`config.mk`:
```
export PLATFORM = sky130hd
export DESIGN_NAME = adsr_envelope
export DESIGN_NICKNAME = d
export VERILOG_FILES = /design/src/rtl/adsr_envelope.sv
export SDC_FILE = /design/constraint.sdc
export NUM_CORES = 1
export LEC_CHECK = 0
export BUFFER_PORTS_ARGS = -buffer_cell sky130_fd_sc_hd__buf_2
export CORE_MARGIN = 3
export CORE_UTILIZATION = 30
export DETAILED_ROUTE_END_ITERATION = 8
export SYNTH_ARGS = -nofsm -noshare
export SYNTH_HDL_FRONTEND = slang
export SYNTH_SLANG_ARGS = --single-unit
```
`constraint.sdc`:
```
create_clock -name clk_i -period 7.2 [get_ports clk_i]
set_clock_uncertainty 0.2 [all_clocks]
set_input_delay 0 -clock clk_i [delete_from_list [all_inputs] [get_ports clk_i]]
set_output_delay 0 -clock clk_i [all_outputs]
set_load 0.01 [all_outputs]
```
`src/rtl/adsr_envelope.sv`:
```
// ADSR envelope generator: advances one step per audio sample strobe and
// scales the incoming signed sample by the pre-update envelope level.
module adsr_envelope #(
  parameter int width_p = 24
) (
  input  logic                      clk_i,
  input  logic                      rst_ni,
  input  logic                      sample_valid_i,
  input  logic signed [width_p-1:0] sample_i,
  input  logic                      gate_i,
  input  logic        [15:0]        attack_rate_i,
  input  logic        [15:0]        decay_rate_i,
  input  logic        [15:0]        sustain_level_i,
  input  logic        [15:0]        release_rate_i,
  output logic signed [width_p-1:0] sample_o,
  output logic                      sample_valid_o,
  output logic        [15:0]        env_o,
  output logic        [2:0]         state_o,
  output logic                      busy_o
);

  typedef enum logic [2:0] {
    IDLE    = 3'd0,
    ATTACK  = 3'd1,
    DECAY   = 3'd2,
    SUSTAIN = 3'd3,
    RELEASE = 3'd4
  } state_t;

  state_t                      state_p1;
  logic        [15:0]          env_p1;
  logic signed [width_p-1:0]   sample_p1;
  logic                        vld_p1;

  // Envelope is an unsigned Q0.16 gain; zero-extend it so the product stays signed.
  function automatic logic signed [width_p-1:0] scale_sample(
    input logic signed [width_p-1:0] smp,
    input logic        [15:0]        env
  );
    logic signed [width_p+16:0] smp_x;
    logic signed [width_p+16:0] env_x;
    logic signed [width_p+16:0] prod;
    smp_x = {{17{smp[width_p-1]}}, smp};
    env_x = {{(width_p+1){1'b0}}, env};
    prod  = smp_x * env_x;
    prod  = prod >>> 16;
    return prod[width_p-1:0];
  endfunction

  function automatic logic attack_saturates(
    input logic [15:0] env,
    input logic [15:0] rate
  );
    logic [16:0] sum;
    sum = {1'b0, env} + {1'b0, rate};
    return (sum >= 17'h0_FFFF);
  endfunction

  function automatic logic floor_reached(
    input logic [15:0] env,
    input logic [15:0] floor_lvl,
    input logic [15:0] rate
  );
    logic [16:0] limit;
    limit = {1'b0, floor_lvl} + {1'b0, rate};
    return ({1'b0, env} <= limit);
  endfunction

  // Stage p1: state, envelope and scaled sample all register on the strobe edge.
  always_ff @(posedge clk_i or negedge rst_ni) begin
    if (!rst_ni) begin
      state_p1  <= IDLE;
      env_p1    <= '0;
      sample_p1 <= '0;
      vld_p1    <= 1'b0;
    end else begin
      vld_p1 <= sample_valid_i;
      if (sample_valid_i) begin
        sample_p1 <= scale_sample(sample_i, env_p1);
        case (state_p1)
          IDLE: begin
            if (gate_i) state_p1 <= ATTACK;
          end
          ATTACK: begin
            if (!gate_i) begin
              state_p1 <= RELEASE;
            end else if (attack_rate_i != '0) begin
              if (attack_saturates(env_p1, attack_rate_i)) begin
                env_p1   <= 16'hFFFF;
                state_p1 <= DECAY;
              end else begin
                env_p1 <= env_p1 + attack_rate_i;
              end
            end
          end
          DECAY: begin
            if (!gate_i) begin
              state_p1 <= RELEASE;
            end else if (decay_rate_i != '0) begin
              if (floor_reached(env_p1, sustain_level_i, decay_rate_i)) begin
                env_p1   <= sustain_level_i;
                state_p1 <= SUSTAIN;
              end else begin
                env_p1 <= env_p1 - decay_rate_i;
              end
            end
          end
          SUSTAIN: begin
            env_p1 <= sustain_level_i;
            if (!gate_i) state_p1 <= RELEASE;
          end
          RELEASE: begin
            // Retrigger keeps the current level so the attack ramps without a click.
            if (gate_i) begin
              state_p1 <= ATTACK;
            end else if (release_rate_i != '0) begin
              if (floor_reached(env_p1, 16'h0000, release_rate_i)) begin
                env_p1   <= '0;
                state_p1 <= IDLE;
              end else begin
                env_p1 <= env_p1 - release_rate_i;
              end
            end
          end
          default: begin
            state_p1 <= IDLE;
            env_p1   <= '0;
          end
        endcase
      end
    end
  end

  assign sample_o       = sample_p1;
  assign sample_valid_o = vld_p1;
  assign env_o          = env_p1;
  assign state_o        = state_p1;
  assign busy_o         = (state_p1 != IDLE);

endmodule

```
# Word level (Yosys, flattened, before mapping)
# Cells that the tools add are included.
# word_totals
reg_bits,44
in_bits,92
output_inout_bits,45
elab_cells,61
# op_classes
add_sub_neg,5
mul,1
magnitude_cmp,3
eq_ne,18
n_mux,22
bitwise_logic,1
n_reduce_logical,7
# ops
operator,count
16-bit 2-to-1 mux,9
16-bit one-hot mux with 5 select lines,1
16-bit nonzero test,3
24-bit by 17-bit multiplier with 40-bit output,1
16-bit by 16-bit adder with 17-bit output,2
3-bit 2-to-1 mux,11
16-bit subtractor,2
3-bit inequality test (second input constant),6
17-bit by 16-bit >= comparator with 1-bit output (second input constant),1
16-bit by 17-bit less-or-equal comparator with 1-bit output,1
16-bit adder,1
16-bit less-or-equal comparator,1
2-bit inequality test (second input constant),8
3-bit one-hot mux with 5 select lines,1
9-bit AND reduction,1
8-bit AND reduction,1
3-bit by 2-bit equality test with 1-bit output (second input constant),2
3-bit by 1-bit equality test with 1-bit output (second input constant),1
3-bit equality test (second input constant),1
3-bit zero test,1
3-bit nonzero test,1
1-bit inverter,1

# Longest topological paths before layout
# Gate-level depths: netlist of run 1.
# logic_depth
depth_word,6
mapped_depth,24
depth_no_buf,23

# Worst setup path before layout of run 1
# No wires, ideal clock.
# synth_timing
kind,flip-flop to flip-flop
from,"reg env_p1[3], in the netlist env_o[3]"
to,"reg sample_p1[23], in the netlist sample_o[23]"
setup_ps,126
arrival_time_ps,6358
required_time_ps,6874
slack_ps,516
stages_incl_launch_ff,22
path_buffers,2
period_less_slack_ps,6684
path_cell_list,dfrtp_1 > clkbuf_1 > clkbuf_1 > nand2_1 > fa_1 > fa_1 > inv_1 > fa_1 > fa_1 > fa_1 > inv_1 > fa_1 > inv_1 > ha_1 > a21o_1 > a21o_1 > a21o_1 > a31oi_1 > a211oi_1 > o41ai_2 > a21oi_1 > a311o_1
# synth_between
elab_chain_len,1
# synth_rtl
element,line,rtl
start: declaration,31,logic [15:0] env_p1;
start signal: assignment,92,env_p1 <= env_p1 + attack_rate_i;
start signal: assignment,101,env_p1 <= sustain_level_i;
start signal: assignment,104,env_p1 <= env_p1 - decay_rate_i;
24-bit by 17-bit multiplier with 40-bit output,45,prod = smp_x * env_x;
end signal: assignment,79,"sample_p1 <= scale_sample(sample_i, env_p1);"
end: declaration,32,logic signed [width_p-1:0] sample_p1;
# No other way between the ends.
# A chain may end at the register's enable or synchronous reset.

# Worst setup path after layout of run 1
# layout_timing
from,"reg env_p1[8], in the netlist env_o[8]"
to,"reg sample_p1[23], in the netlist sample_o[23]"
# The elaborated chain is that of the path after synthesis.

==> results.sh, run 1 <==
export IMPL_clockBufferDepth=2
export IMPL_maxCapViolations=0
export IMPL_crit_type="flop to flop"
export IMPL_syn_nets=2831
export IMPL_tns_ps=0
export IMPL_crit_path_max_fanout=12
export IMPL_seq_area_frac_synth_pct=5.82
export IMPL_worst_ep_arrival_time_ps=6850
export IMPL_finalWirelength_mm=52.1
export IMPL_rsz0062_at_grt="no"
export IMPL_clkTransAtPathRegs_ps=70
export IMPL_post_drt_wl_per_cell_um=16.5
export IMPL_ys_types=80
export IMPL_place_hpwl_mm=43.8
export IMPL_layout_common_cells="508 x inv_1, 373 x fa_1, 289 x nand2_1"
export IMPL_cts_sink_count=44
export IMPL_antenna_found_initial=0
export IMPL_clock_latency_ps=310
export IMPL_ys_warn_count=0
export IMPL_cts_tree="done"
export IMPL_setup_viol=0
export IMPL_hold_viol=0
export IMPL_synth_area_um2=18900
export IMPL_setup_worst_path_start_class="flop"
export IMPL_numCtsBuffers=5
export IMPL_insertedDiodeCount=0
export IMPL_die_width_um=257
export IMPL_drcViolationCount=0
export IMPL_dieArea_um2=66200
export IMPL_grt_util_all_layers_pct=16.5
export IMPL_fmax_mhz=146
export IMPL_numPortBuffers=136
export IMPL_max_slew_margin_pct=28.6
export IMPL_dieHeight_um=257
export IMPL_place_congestion=0.899
export IMPL_start_util_pct=30.5
export IMPL_grt_first_pass_wirelength_mm=87.2
export IMPL_cts_max_level=2
export IMPL_viasPerCell=4.85
export IMPL_worstMarginPinSlew_ps=1070
export IMPL_gr_total_overflow=0
export IMPL_wl_met3_mm=2.55
export IMPL_ys_flop_type="dfrtp_1"
export IMPL_avgSynthCellArea_um2=8.64
export IMPL_layout_commonest_cell="inv_1"
export IMPL_end_kind="flop"
export IMPL_cts_root_buf="clkbuf_16"
export IMPL_antenna_left=0
export IMPL_hold_path_class="input port to flop"
export IMPL_grt_max_degree=45
export IMPL_nNetsFinal=2961
export IMPL_status="finished clean"
export IMPL_core_area_um2=62100
export IMPL_wl_met2_mm=26.8
export IMPL_utilization_pct=34.0
export IMPL_drv_slew=0
export IMPL_syn_inst=2190
export IMPL_wl_met1_mm=21.6
export IMPL_num_rows=91
export IMPL_period_needed_ps=6860
export IMPL_vias=15300
export IMPL_dr_pass1_iters=6
export IMPL_area_growth_pct=11.5
export IMPL_synth_seq_cells=44
export IMPL_cp_required_ps=7190
export IMPL_highest_signal_layer="met4"
export IMPL_first_global_vias=16500
export IMPL_ys_async_sr_fraction_pct=100
export IMPL_period_share_pct=95.2
export IMPL_drive_gt1_share_pct=10.6
export IMPL_ios=137
export IMPL_synth_edf_count=0
export IMPL_drt_iter0_drc=807
## per-stage QoR
step / cell area [um^2] / hold WS, ps / cells / worst slack [ps]
floorplan: 18900 / -496 / 2190 / 516
global placement: 20700 / -14.5 / 3127 / 197
detailed placement: 20700 / 4.64 / 3127 / 139
CTS: 21000 / 25.5 / 3152 / 119
global route: 21100 / 47.0 / 3158 / 44.9
finish: 21100 / 50.0 / 3158 / 343
## routing by layer
layer,vias to the layer above,track usage (%)
li1,7078,-
met1,7807,20.6
met2,351,30.2
met3,74,2.04
met4,0,4.16
met5,-,0
## cell type report
cell class                 instances  area (um^2)
fill                            6567        40900
multi-input combinational       1558        15600
inverter                         509         1910
timing repair buffer             202         1230
sequential                        44         1110
tap                              837         1050
clock buffer                       5          125
clock inverter                     3         42.5
## cells in the mapped netlist, types with 5 or more instances
library cell  number  area, um^2
a22oi_1           16         120
fa_1             374        7490
clkbuf_1          72         270
o21ai_0           33         165
ha_1             175        2190
o31ai_1            9        67.6
nand3_1           23         115
a211o_1            9        78.8
dfrtp_1           44        1100
a21o_1            38         285
mux2_2            16         180
a31oi_1           14        87.6
and3_1            17         106
xor2_1            20         175
a21oi_1           71         355
nor2_1            48         180
nor4_1            13        81.3
inv_1            509        1910
o211ai_1           7        52.6
nand4_1            7        43.8
and2_1           154         963
nor2b_1            9        56.3
a211oi_1          12        90.1
xnor2_1           53         464
or2_2              5        31.3
nand2b_1           5        31.3
o21a_1            11        82.6
o221ai_1           7        61.3
nor3_1            24         120
or3_1              7        43.8
a221o_1            5        50.1
nand2_1          289        1080
o21bai_1          11        82.6
## worst paths after layout
kind	from	to	slack, ps	depth (start not counted)
worst max-delay path	env_o[8]$_DFFE_PN0P_	sample_o[23]$_DFFE_PN0P_	340	21
worst min-delay path	decay_rate_i[15]	env_o[15]$_DFFE_PN0P_	50	4
worst max register to register	env_o[8]$_DFFE_PN0P_	sample_o[23]$_DFFE_PN0P_	340	21
worst min register to register	sample_o[18]$_DFFE_PN0P_	sample_o[18]$_DFFE_PN0P_	290	2
max in group asynchronous	rst_ni	env_o[5]$_DFFE_PN0P_	6060	3
min in group asynchronous	rst_ni	env_o[2]$_DFFE_PN0P_	190	3
## what timing repair did
item / 4_1_cts / 5_1_grt
hold endpoints to repair: 61 / 0
hold buffers: 17 / 0
gates resized for setup: 0 / 15
endpoints found under the setup margin: 0 / 11
setup buffers: 0 / 6
## state kept, by name, summed over array words and instances, names as in the netlist
name            cells
state_o             3
env_o              16
sample_valid_o      1
sample_o           24
## critical path, cell delays in order, from the launching register on
cell and delay, ps:
dfrtp_1 520, buf_4 270, nand2_1 100, fa_1 550, inv_1 50, fa_1 500
fa_1 570, fa_1 450, fa_1 510, inv_1 50, fa_1 470, inv_1 40
ha_1 320, a21o_1 170, a21o_1 190, a211oi_1 300, o21ai_1 210, a31oi_2 320
a211oi_2 110, o41ai_2 420, a21oi_1 120, a311o_1 320
## kinds of logic after synthesis
family / share of synthesized area [%]
simple gates: 15.9
fa+ha+maj: 51.2
compound gates: 11.0
buf+inv: 11.7
mux: 1.06
xor+xnor: 3.38
flops: 5.82
Power of run 1 is left out: the tool's default activity adds up to more than one toggle a clock period on the data nets, which glitch-free logic cannot reach.
==> run 2: changes to the inputs <==
--- a/config.mk
+++ b/config.mk
@@ -6,9 +6,11 @@
 export NUM_CORES = 1
 export LEC_CHECK = 0
 export BUFFER_PORTS_ARGS = -buffer_cell sky130_fd_sc_hd__buf_2
+export CORE_ASPECT_RATIO = 1.2
 export CORE_MARGIN = 3
 export CORE_UTILIZATION = 30
 export DETAILED_ROUTE_END_ITERATION = 8
+export PLACE_DENSITY = 0.51
 export SYNTH_ARGS = -nofsm -noshare
 export SYNTH_HDL_FRONTEND = slang
 export SYNTH_SLANG_ARGS = --single-unit
==> results.sh, run 2 (synthesis gave the netlist of run 1 again) <==
export IMPL_status="finished clean"
export IMPL_tns_ps=0
export IMPL_core_area_um2=62300
export IMPL_drive_gt1_share_pct=10.4
export IMPL_cts_max_level=2
export IMPL_regArea_um2=1110
export IMPL_r2r_cells=20
export IMPL_hold_path_class="input port to flop"
export IMPL_instances_no_fill=3132
export IMPL_antenna_found_initial=1
export IMPL_min_to="env_o[0]$_DFFE_PN0P_"
export IMPL_min_from="attack_rate_i[0]"
export IMPL_fmax_mhz=145
export IMPL_cp_num_buf_inv=4
export IMPL_rrSetupSlack_ps=320
export IMPL_dieArea_um2=66200
export IMPL_rsz0062_at_grt="no"
export IMPL_setup_worst_path_start_class="flop"
export IMPL_numPortBuffers=136
export IMPL_layout_commonest_cell="inv_1"
export IMPL_layout_setup_ws_ps=316
export IMPL_holdWs_ps=18.4
export IMPL_cts_tree="done"
export IMPL_clkTransAtPathRegs_ps=70
export IMPL_grt_first_pass_wirelength_mm=94.5
export IMPL_multi_input_area_um2=15600
export IMPL_finalWirelength_mm=58.7
export IMPL_worst_ep_arrival_time_ps=6900
export IMPL_layout_common_cells="509 x inv_1, 374 x fa_1, 289 x nand2_1"
export IMPL_max_stage_delay_ps=610
export IMPL_slowest_stage="dfrtp_1"
export IMPL_setup_viol=0
export IMPL_first_global_vias=17300
export IMPL_insertedDiodeCount=0
export IMPL_area_growth_pct=10.9
export IMPL_period_needed_ps=6880
export IMPL_drt_iter0_drc=773
export IMPL_cp_required_ps=7210
export IMPL_hold_viol=0
export IMPL_holdPathStages=4
export IMPL_dieHeight_um=281
export IMPL_clock_latency_ps=320
export IMPL_ios=137
export IMPL_dp_slack_ps=94.1
export IMPL_fillers=6642
export IMPL_path_cells="buf_4 > nand2_1 > fa_1 > inv_1 > fa_1 > fa_1 > fa_1 > fa_1 > inv_1 > fa_1 > inv_1 > ha_1 > and4_1 > a211oi_1 > o21ai_1 > a31oi_2 > a211oi_2 > o41ai_2 > a21oi_1 > a311o_1"
export IMPL_end_kind="flop"
export IMPL_worstMarginPinSlew_ps=1200
export IMPL_grt_max_degree=45
export IMPL_period_share_pct=95.6
export IMPL_dr_pass1_iters=8
export IMPL_drv_slew=0
export IMPL_maxCapViolations=0
export IMPL_r2r_end="sample_o[23]$_DFFE_PN0P_"
export IMPL_antenna_left=0
export IMPL_max_slew_margin_pct=20.3
export IMPL_clockBufferDepth=2
export IMPL_start_util_pct=30.4
export IMPL_critPathMostFrequentCell="fa_1"
export IMPL_gr_total_overflow=0
export IMPL_cts_sink_count=44
export IMPL_numCtsBuffers=5
export IMPL_crit_type="flop to flop"
export IMPL_post_drt_wl_per_cell_um=18.7
export IMPL_nNetsFinal=2956
export IMPL_viasPerCell=4.94
export IMPL_place_congestion=0.887
export IMPL_drcViolationCount=0
export IMPL_crit_path_max_fanout=16
export IMPL_num_rows=100
export IMPL_die_width_um=235
export IMPL_grt_util_all_layers_pct=18.2
export IMPL_vias=15500
export IMPL_dp_cells=3111
export IMPL_place_hpwl_mm=48.8
export IMPL_path_delay_family="adder cells"
export IMPL_r2r_start="env_o[12]$_DFFE_PN0P_"
export IMPL_cts_root_buf="clkbuf_16"
export IMPL_largest_reg_flops=24
-- run 2: changes by cell type in the layout (fill, tap and decap cells not counted), moves of 2 or more --
cell,change
dfrtp_1,+3
dfrtp_2,-2
dlygate4sd3_1,-5
inv_6,+2
-- run 2: final cells by class --
cell class	count	area share [%]
Clock buffer	5	0.596
Inverter	509	9.10
Clock inverter	3	0.119
Tap cell	816	4.86
Multi-Input combinational cell	1558	74.4
Timing Repair Buffer	197	5.62
Sequential cell	44	5.27
-- run 2: repair_timing --
item,4_1_cts,5_1_grt
hold buffers,12,0
setup endpoints to repair,0,11
resized for setup,0,7
endpoints found under the hold margin,57,0
setup buffers,0,1
-- run 2: tightest hold or removal path, stage by stage --
cell and delay [ps]:
buf_2 100, ha_1 210, a22oi_1 90, o221ai_1 100
-- run 2: metrics by stage --
step	instance area (um^2)	utilization, %
3_3_place_gp	20700	33.2
6_report	21000	33.7
2_1_floorplan	18900	-
4_1_cts	21000	33.7
3_5_place_dp	20700	33.2
5_1_grt	21000	33.7
-- run 2: worst max-delay path by stage --
stage | from | endpoint | slack, ps | cells after the start
floorplan | env_o[3]$_DFFE_PN0P_ | sample_o[23]$_DFFE_PN0P_ | 520 | 21
global placement | env_o[3]$_DFFE_PN0P_ | sample_o[21]$_DFFE_PN0P_ | 150 | 21
detailed placement | env_o[3]$_DFFE_PN0P_ | sample_o[21]$_DFFE_PN0P_ | 90 | 21
CTS | env_o[3]$_DFFE_PN0P_ | sample_o[21]$_DFFE_PN0P_ | 60 | 21
global route | env_o[12]$_DFFE_PN0P_ | sample_o[23]$_DFFE_PN0P_ | 4 | 20
finish | env_o[12]$_DFFE_PN0P_ | sample_o[23]$_DFFE_PN0P_ | 320 | 20
-- run 2: per-layer routing --
| layer | vias up | wire [um] | part of all wire, % | global-route usage, % |
|---|---|---|---|---|
| li1 | 7075 | - | - | - |
| met1 | 7915 | 22800 | 39 | 20.9 |
| met2 | 369 | 31500 | 54 | 35.0 |
| met3 | 107 | 2150 | 3.7 | 1.63 |
| met4 | 2 | 2240 | 3.8 | 6.68 |
| met5 | - | 13 | 0.022 | 0 |
Power of run 2 is left out for the same reason.
==> run 3: changes to the inputs <==
==> constraint.sdc (replaced) <==
create_clock -name clk_i -period 7.1 [get_ports clk_i]
set_clock_uncertainty 0.2 [all_clocks]
set_input_delay 0 -clock clk_i [delete_from_list [all_inputs] [get_ports clk_i]]
set_output_delay 0 -clock clk_i [all_outputs]
set_load 0.01 [all_outputs]
==> results.sh, run 3 (synthesis gave the netlist of run 1 again) <==
export IMPL_layout_common_cells="509 x inv_1, 374 x fa_1, 289 x nand2_1"
export IMPL_status="finished clean"
export IMPL_antenna_left=0
export IMPL_clock_latency_ps=320
export IMPL_dieHeight_um=281
export IMPL_num_rows=100
export IMPL_dp_cells=3113
export IMPL_instances_no_fill=3140
export IMPL_clkTransAtPathRegs_ps=80
export IMPL_fillers=6638
export IMPL_worstMarginPinSlew_ps=1100
export IMPL_rrSetupSlack_ps=290
export IMPL_grt_max_degree=45
export IMPL_area_growth_pct=11.4
export IMPL_antenna_found_initial=4
export IMPL_place_congestion=0.901
export IMPL_cts_tree="done"
export IMPL_hold_path_class="input port to flop"
export IMPL_viasPerCell=4.93
export IMPL_drt_iter0_drc=795
export IMPL_grt_util_all_layers_pct=18.4
export IMPL_start_util_pct=30.4
export IMPL_fmax_mhz=147
export IMPL_place_hpwl_mm=49.3
export IMPL_die_width_um=235
export IMPL_drive_gt1_share_pct=10.7
export IMPL_worst_ep_arrival_time_ps=6840
export IMPL_cts_root_buf="clkbuf_16"
export IMPL_ios=137
export IMPL_period_share_pct=95.9
export IMPL_setup_worst_path_start_class="flop"
export IMPL_dr_pass1_iters=5
export IMPL_cts_max_level=2
export IMPL_clockBufferDepth=2
export IMPL_drv_slew=0
export IMPL_crit_path_max_fanout=11
export IMPL_nNetsFinal=2963
export IMPL_end_kind="flop"
export IMPL_period_needed_ps=6810
export IMPL_post_drt_wl_per_cell_um=18.7
export IMPL_first_global_vias=17400
export IMPL_cts_sink_count=44
export IMPL_numCtsBuffers=5
export IMPL_numPortBuffers=136
export IMPL_dieArea_um2=66200
export IMPL_rsz0062_at_grt="no"
export IMPL_holdWs_ps=25.7
export IMPL_grt_first_pass_wirelength_mm=95.4
export IMPL_hold_viol=0
export IMPL_tns_ps=0
export IMPL_layout_commonest_cell="inv_1"
export IMPL_cp_required_ps=7120
export IMPL_gr_total_overflow=0
export IMPL_crit_type="flop to flop"
export IMPL_max_slew_margin_pct=26.6
export IMPL_vias=15500
export IMPL_largest_reg_flops=24
export IMPL_setup_viol=0
export IMPL_drcViolationCount=0
export IMPL_core_area_um2=62300
export IMPL_maxCapViolations=0
export IMPL_finalWirelength_mm=58.6
==> run 3: changes by cell type in the layout (fill, tap and decap cells not counted), sizes merged <==
| cell | delta |
|---|---|
| dlygate4sd3 | +3 |
| buf | +4 |
| diode | +1 |
==> run 3: per-stage QoR <==
stage	setup slack [ps]	area, um^2	utilization [%]
after floorplan	416	18900	-
after global placement	158	20700	33.3
after detailed placement	85.6	20700	33.3
after CTS	79.7	21000	33.8
after global routing	14.5	21100	33.8
final	289	21100	33.8
==> run 3: layout make-up <==
class | instances | area, um^2 | area share (%)
clock buffers | 5 | 125 | 0.593
well taps | 816 | 1020 | 4.84
inverters | 509 | 1910 | 9.06
diodes | 1 | 2.50 | 0.0119
clock inverters | 3 | 25.0 | 0.119
flip-flops and latches | 44 | 1110 | 5.28
repair buffers | 204 | 1250 | 5.95
multi-input cells | 1558 | 15600 | 74.1
==> run 3: per-layer routing <==
| metal | global-route usage, % | part of all wire [%] |
|---|---|---|
| met1 | 21.1 | 39 |
| met2 | 36.1 | 54 |
| met3 | 1.51 | 3.1 |
| met4 | 6.12 | 3.6 |
| met5 | 0 | 0 |
==> run 3: final timing paths <==
path | depth (start not counted) | startpoint | end
setup / recovery | 21 | env_o[3]$_DFFE_PN0P_ | sample_o[23]$_DFFE_PN0P_
hold / removal | 3 | sustain_level_i[12] | env_o[12]$_DFFE_PN0P_
setup reg to reg | 21 | env_o[3]$_DFFE_PN0P_ | sample_o[23]$_DFFE_PN0P_
hold reg to reg | 1 | sample_o[14]$_DFFE_PN0P_ | sample_o[14]$_DFFE_PN0P_
max in group asynchronous | 3 | rst_ni | env_o[4]$_DFFE_PN0P_
min in group asynchronous | 3 | rst_ni | sample_o[0]$_DFFE_PN0P_
==> run 3: worst max-delay path: stages (launching register included) <==
cell and delay, ps:
dfrtp_2 520, buf_4 220, and2_1 160, fa_1 540
inv_1 70, fa_1 510, fa_1 520, inv_1 50
fa_1 530, fa_1 500, inv_1 50, fa_1 470
inv_1 40, ha_1 350, and4_1 270, a211oi_1 330
o21ai_1 200, a31oi_2 300, a211oi_2 110, o41ai_2 320
a21oi_1 120, a311o_1 320
==> run 3: timing repair <==
| action | 4_1_cts | 5_1_grt |
|---|---|---|
| endpoints found under the hold margin | 59 | 0 |
| setup endpoints to repair | 0 | 10 |
| hold buffers | 15 | 0 |
| resized for setup | 0 | 12 |
| buffers inserted | 0 | 3 |
Power of run 3 is left out for the same reason.
